**config.mk**
```make
export PLATFORM = sky130hd
export DESIGN_NAME = grf_mp
export DESIGN_NICKNAME = d
export VERILOG_FILES = /design/src/rtl/grf_defs.sv /design/src/rtl/grf_scoreboard.sv /design/src/rtl/grf_mp.sv
export SDC_FILE = /design/constraint.sdc
export NUM_CORES = 2
export LEC_CHECK = 0
export ABC_AREA = 0
export BUFFER_PORTS_ARGS = -buffer_cell sky130_fd_sc_hd__buf_2
export CAP_MARGIN = 20
export CORE_ASPECT_RATIO = 1.25
export CORE_UTILIZATION = 30
export DETAILED_ROUTE_END_ITERATION = 7
export PLACE_DENSITY = 0.49
export SYNTH_ARGS = -nofsm -noshare
export SYNTH_HDL_FRONTEND = slang
export SYNTH_HIERARCHICAL = 1
export SYNTH_SLANG_ARGS = --single-unit
```
**constraint.sdc**
```tcl
create_clock -name clk -period 13.8 [get_ports clk]
set_input_delay 0.69 -clock clk [delete_from_list [all_inputs] [get_ports clk]]
set_output_delay 0.69 -clock clk [all_outputs]
set_load 0.02 [all_outputs]
```
**src/rtl/grf_defs.sv**
```systemverilog
// Shared definitions for the multi-port register file: default widths,
// the hardwired-zero address and the flattened-port slice helper.
package grf_defs;

  localparam int DW_DEF    = 32;
  localparam int AW_DEF    = 5;
  localparam int ZERO_ADDR = 0;

  // Lowest bit of element k in a flattened vector of w-bit elements.
  function automatic int slice_lsb(input int k, input int w);
    return k * w;
  endfunction

endpackage

```
**src/rtl/grf_scoreboard.sv**
```systemverilog
// Per-register busy scoreboard: set at issue, cleared at writeback, with a
// registered population count of the busy vector.
module grf_scoreboard
  import grf_defs::*;
#(
  parameter int AW       = AW_DEF,
  parameter int ZERO_REG = 1
) (
  input  logic                 clk,
  input  logic                 reset,
  input  logic                 set_en,
  input  logic [AW-1:0]        set_a,
  input  logic                 clr0_en,
  input  logic [AW-1:0]        clr0_a,
  input  logic                 clr1_en,
  input  logic [AW-1:0]        clr1_a,
  output logic [(1<<AW)-1:0]   busy,
  output logic [AW:0]          busy_cnt
);

  localparam int DEPTH = 1 << AW;

  logic             set_ok;
  logic [DEPTH-1:0] busy_next;
  logic [AW:0]      pop;

  assign set_ok = set_en && !((ZERO_REG != 0) && (set_a == AW'(ZERO_ADDR)));

  // Set is applied last: a new producer supersedes a retiring one.
  always_comb begin
    busy_next = busy;
    if (clr0_en) busy_next[clr0_a] = 1'b0;
    if (clr1_en) busy_next[clr1_a] = 1'b0;
    if (set_ok)  busy_next[set_a]  = 1'b1;
  end

  always_comb begin
    pop = '0;
    for (int i = 0; i < DEPTH; i++) begin
      pop = pop + {{AW{1'b0}}, busy[i]};
    end
  end

  // The count tracks the current busy vector, so it lags set/clear by a cycle.
  always_ff @(posedge clk or negedge reset) begin
    if (!reset) begin
      busy     <= '0;
      busy_cnt <= '0;
    end else begin
      busy     <= busy_next;
      busy_cnt <= pop;
    end
  end

endmodule

```
**src/rtl/grf_mp.sv**
```systemverilog
// Multi-port general register file: NR combinational read ports with
// write-to-read bypass, two prioritised write ports and a busy scoreboard.
module grf_mp
  import grf_defs::*;
#(
  parameter int DW       = DW_DEF,
  parameter int AW       = AW_DEF,
  parameter int NR       = 2,
  parameter int ZERO_REG = 1
) (
  input  logic            clk,
  input  logic            reset,
  input  logic            WE0,
  input  logic [AW-1:0]   WA0,
  input  logic [DW-1:0]   WD0,
  input  logic            WE1,
  input  logic [AW-1:0]   WA1,
  input  logic [DW-1:0]   WD1,
  input  logic [NR*AW-1:0] RA,
  output logic [NR*DW-1:0] RD,
  output logic [NR-1:0]   RBUSY,
  input  logic            SET_EN,
  input  logic [AW-1:0]   SET_A,
  output logic [AW:0]     BUSY_CNT
);

  localparam int            DEPTH = 1 << AW;
  localparam logic [AW-1:0] ZA    = AW'(ZERO_ADDR);
  localparam bit            HAS_Z = (ZERO_REG != 0);

  if (NR < 1 || AW < 1) begin : g_param_err
    $error("grf_mp: NR and AW must both be at least 1");
  end

  logic [DW-1:0]    mem [DEPTH];
  logic [DEPTH-1:0] busy;
  logic             wr0_ok;
  logic             wr1_ok;

  assign wr0_ok = WE0 && !(HAS_Z && (WA0 == ZA));
  assign wr1_ok = WE1 && !(HAS_Z && (WA1 == ZA));

  // Port 1 is assigned last so it wins a same-address collision.
  always_ff @(posedge clk or negedge reset) begin
    if (!reset) begin
      for (int i = 0; i < DEPTH; i++) begin
        mem[i] <= '0;
      end
    end else begin
      if (wr0_ok) mem[WA0] <= WD0;
      if (wr1_ok) mem[WA1] <= WD1;
    end
  end

  grf_scoreboard #(
    .AW       (AW),
    .ZERO_REG (ZERO_REG)
  ) u_scoreboard (
    .clk      (clk),
    .reset    (reset),
    .set_en   (SET_EN),
    .set_a    (SET_A),
    .clr0_en  (wr0_ok),
    .clr0_a   (WA0),
    .clr1_en  (wr1_ok),
    .clr1_a   (WA1),
    .busy     (busy),
    .busy_cnt (BUSY_CNT)
  );

  for (genvar gi = 0; gi < NR; gi++) begin : g_rd
    logic [AW-1:0] ra;
    logic [DW-1:0] rd;
    logic          bsy;

    assign ra = RA[slice_lsb(gi, AW) +: AW];

    // Later assignments have higher priority; a same-cycle SET is not bypassed.
    always_comb begin
      rd  = mem[ra];
      bsy = busy[ra];
      if (WE0 && (WA0 == ra)) begin
        rd  = WD0;
        bsy = 1'b0;
      end
      if (WE1 && (WA1 == ra)) begin
        rd  = WD1;
        bsy = 1'b0;
      end
      if (HAS_Z && (ra == ZA)) begin
        rd  = '0;
        bsy = 1'b0;
      end
    end

    assign RD[slice_lsb(gi, DW) +: DW] = rd;
    assign RBUSY[gi]                   = bsy;
  end

endmodule

```
Yosys cells after proc, flatten, opt, wreduce, memory -nomap -nowiden
Cells that the tools add are included.

$add $sub $neg: 31. $lt $le $gt $ge: 14. Equal/unequal tests: 4. Mux-type cells: 39. Bitwise logic cells: 9. Reductions and logical operators: 20.

Operator list (number): bitwise mux 1024 bit (2); two-way mux 1024 bit (2); two-way mux 32 bit (15); binary-select mux 32 bit (select 5 bit) (2); demux 32 bit (select 5 bit) (2); adder 6 x 1 -> 6 bit (30); AND 32 bit (2); inverter 32 bit (2); OR 32 bit (1); < comparator 5 x 6 -> 1 bit, second input constant (5); logical NOT 5 bit (5); >= comparator 6 bit, second input constant (4); inverter 5 -> 6 bit (4); == test 5 bit (4); demux 1 bit (select 5 bit) (3); >= comparator 5 x 1 -> 1 bit, second input constant (3); logical AND 1 bit (12); < comparator 6 x 1 -> 1 bit, second input constant (2); two-way mux 1 bit (11); binary-select mux 1 bit (select 5 bit) (2); logical NOT 1 bit (3); adder 1 x 1 -> 2 bit (1).

Bits in registers: 1062. Output and inout port bits: 72.

Logic depth before layout (Yosys ltp)
Depth after elaboration: 31. Gate-level depth with buffers: 15. Mapped depth without buffers: 15.

Cells and area by module
Netlist, hierarchy kept.

Modules (own cells, without submodules): grf_mp (times used 1, cells an instance 6347, area each 64777.1 um2, sequential area each 25624.6 um2); grf_scoreboard (times used 1, cells an instance 246, area each 2627.5 um2, sequential area each 950.9 um2).

Worst setup path after synthesis
OpenSTA, ideal clock, no wires.

Path type: register to register. Start point: reg u_scoreboard.busy[17]. End point: reg u_scoreboard.busy_cnt[4]. Library setup time: 0.123 ns. Arrival: 4.292 ns. Data required time: 13.677 ns. Setup slack: 9.386 ns. Stages on the path, launching flop included: 16. Period minus slack after synthesis: 4.414 ns. Cells stage by stage: dfrtp_1 -> fa_1 -> inv_1 -> fa_1 -> fa_1 -> fa_1 -> fa_1 -> fa_1 -> inv_1 -> ha_1 -> inv_1 -> fa_1 -> inv_1 -> a21o_1 -> a21oi_1 -> xnor2_1.

Cells in the longest elaborated chain, start to end: 15.

Ends and longest elaborated chain: start, declared (RTL line grf_scoreboard.sv:17) `output logic [(1<<AW)-1:0] busy,`; start signal, assigned (RTL line grf_scoreboard.sv:50) `busy <= busy_next;`; adder 6 x 1 -> 6 bit (15 in a row) (RTL line grf_scoreboard.sv:40) `pop = pop + {{AW{1'b0}}, busy[i]};`; via u_scoreboard.pop[4] (RTL line grf_scoreboard.sv:25) `logic [AW:0] pop;`; end signal, assigned (RTL line grf_scoreboard.sv:51) `busy_cnt <= pop;`; end, declared (RTL line grf_scoreboard.sv:18) `output logic [AW:0] busy_cnt`.

The timed path passes the listed nets, and every way through them passes these cells.

Worst setup path after layout
Start point: in RA[5]. End point: out RD[63].

Cells in the longest elaborated chain, start to end: 7.

Ends and longest elaborated chain: start, declared (RTL line grf_mp.sv:19) `input logic [NR*AW-1:0] RA,`; inverter 5 -> 6 bit (not written as such) (RTL line grf_mp.sv:80) `rd = mem[ra];`; binary-select mux 32 bit (select 5 bit) (RTL line grf_mp.sv:80); two-way mux 32 bit (not written as such) (2 in a row) (RTL line grf_mp.sv:80); two-way mux 32 bit (RTL line grf_mp.sv:82) `if (WE0 && (WA0 == ra)) begin`; two-way mux 32 bit (RTL line grf_mp.sv:86) `if (WE1 && (WA1 == ra)) begin`; two-way mux 32 bit (*) (RTL line grf_mp.sv:90) `if (HAS_Z && (ra == ZA)) begin`; end, declared (RTL line grf_mp.sv:20) `output logic [NR*DW-1:0] RD,`.

Mark *: on every way between the ends. The rest lies on a longest branch, timed or not. The select of a mux whose other input is x is not followed.

==> results.md <==
- Nets: roughly 6300
- Syn Area/Cell: 10.2 sq um
- Static Leak: roughly 29 nW
- Hpwl dp: 179000 microns
- Number of library cell types mapped by synthesis: 72
- RD Place Congestion: 0.899
- Post-route clock period utilization: 43.5%
- GRT Resource Usage Total: 27.2%
- Die Y: 532 microns
- Met2 usage: a little over two fifths
- Crit. End Element: output port
- Num CTS Buffers: 116
- Max IR drop VDD: 297 uV
- RSZ-0062 raised after global routing: false
- Post-CTS setup buffer count: 0
- Synthesized instance count: 6593
- Routed WL per cell: 34.1 microns
- M3 GR Usage: 7.22%
- FMAX: between 150 and 200 MHz
- Die area: between 200000 and 250000 sq um
- Met1 Track Usage GR: 33.9%
- Power Total: 11.8 mW
- Skew final: 0.00484 ns
- Worst reg2reg path depth: 15
- Slew headroom: approximately 15%
- Post-DRT Antenna Nets: 0
- Arrival time of the worst setup path: between 5 and 6 ns
- Commonest cells after routing, fill and taps aside: 1062 x dfrtp_1, 901 x a21oi_1, 869 x nor2_1
- Rows: slightly below 200
- Hold/Removal Path Class: reg2reg
- Largest net degree at the start of global routing: 169
- Most common cell after layout, fill and taps aside: dfrtp_1
- Number of port buffers: 165
- Critical Path Fanout Max: 71
- Via density: a little over 6
- Synthesized net count: roughly 6700
- Core Box Area: 223000 sq um
- Yosys warns: 6
- Total number of vias: ~56000
- DR pass1 iterations: 6
- Final setup fails: 0
- Initial DRC count: 7187
- P per Cell Area: 160 nW/um^2
- Outcome: completed
- Vias in the first global route: 54193
- DR DRC count: 0
- Final min period: ~6 ns
- Max Slew Vio Count: 0
- Worst-Skew Late Latency: 0.76 ns
- Worst Path Required: 13.11 ns
- EDFF count, synth: 0
- Least-Margin Pin Slew: 1.28 ns
- Max clock buf depth: 3
- H-tree levels: 3
- Fraction of registers with async set/reset: 100%
- Top_reg_cell synth: dfrtp_1
- Grt ovf: 0
- CTS tree: done
- CTS clk-pin slew, worst paths: 0.06 ns
- Routed WL: 315000 microns
- Sink Count: 1062
- Max_cap viols: 0
- Die width: 426 microns
- Final hold vios: 0
- Post-layout util: approximately 33%
- Post-synthesis cell area: 67400 sq um
- First-pass GRT wire length: 440000 microns
- Num ports: approximately 170
- Crit start category: input pin
- Hold Slack: approximately 0.40 ns
- Initial antenna violation count: 49
- Initial Utilization: ~30%
- WHS Path Cells: 0
- Critical path class: in2out
- #FFs+latches synth: 1062
- Area delta synth->final: 9.78%
- Setup_tns: 0 ns
- Sequential share of the synthesized area: 39.4%
- Gr busiest metal: met2
- Layout cells sized above 1: ~18%
- Clock Tree Root: clkbuf_16
## synthesized netlist by cell type (all sizes together), types with 62 or more instances
master	number	area [sq um]
nor2	890	3360
o221ai	62	668
o22ai	189	1180
o21ai	324	1620
clkbuf	509	1930
nand2	447	1680
inv	109	409
a22oi	71	533
a21oi	901	4510
buf	306	1870
nand3	85	425
mux2i	771	7720
dfrtp	1062	26600
mux4	524	12000
## stage by stage
stage	worst slack, ns	instances	cell area [sq um]
6_report	7.80	9256	74000
5_1_grt	7.35	9252	74000
4_1_cts	7.78	9246	73900
3_5_place_dp	7.78	9026	69800
3_3_place_gp	7.81	9024	69800
2_1_floorplan	9.39	6593	67400
## cells by family after synthesis
kind of cell / synth area share (%)
and+or+nand+nor: 10.1
DFF: 39.4
AOI/OAI and AO/OA: 13.8
xor gates and xnor gates: 0.299
muxes: 29.3
buffers and inverters: 6.27
adders and majority gates: 0.843
## report_power, final
group          switching (mW)  internal [mW]
logic                    1.84           1.89
registers               0.686           3.95
clock network            1.46           2.01
## area by class of cell
class / count / area, sq um
fillers: 22489 / 149000
multi-input cells: 4604 / 37100
flip-flops and latches: 1062 / 26600
well taps: 2940 / 3680
clock buffers: 170 / 3430
repair buffers: 313 / 2080
clock inverters: 49 / 682
inverters: 110 / 413
diodes: 8 / 20.0
## state kept, by name (all words and copies together), names as in the netlist
signal,count
mem,1024
u_scoreboard/busy,32
u_scoreboard/busy_cnt,6
## metal layers
| layer | vias up | routed length [microns] |
|---|---|---|
| met5 | - | 428 |
| met3 | 1042 | 32100 |
| li1 | 23232 | - |
| met1 | 28279 | 118000 |
| met4 | 68 | 23000 |
| met2 | 3476 | 142000 |
## worst max-delay path, stage by stage
cell	delay (ns)
buf_8	0.61
buf_4	0.92
buf_4	0.85
mux4_2	0.37
o22ai_1	0.10
or4_1	0.46
o221ai_1	0.77
buf_2	0.31
## what timing repair did
item,4_1_cts,5_1_grt
hold buffers,1,0
resized for setup,0,0
endpoints found under the setup margin,0,0
endpoints found under the hold margin,72,0
## final timing paths
check                                      start                  endpoint  slack [ns]
setup / recovery                           RA[5]                    RD[63]        7.80
hold / removal                         mem[1021]                 mem[1021]        0.40
setup reg to reg           u_scoreboard/busy[23]  u_scoreboard/busy_cnt[4]        9.13
hold reg to reg                        mem[1021]                 mem[1021]        0.40
max in group asynchronous                  reset                  mem[548]       10.11
min in group asynchronous                  reset                  mem[660]        0.58
(Power assumes the default switching activity.)
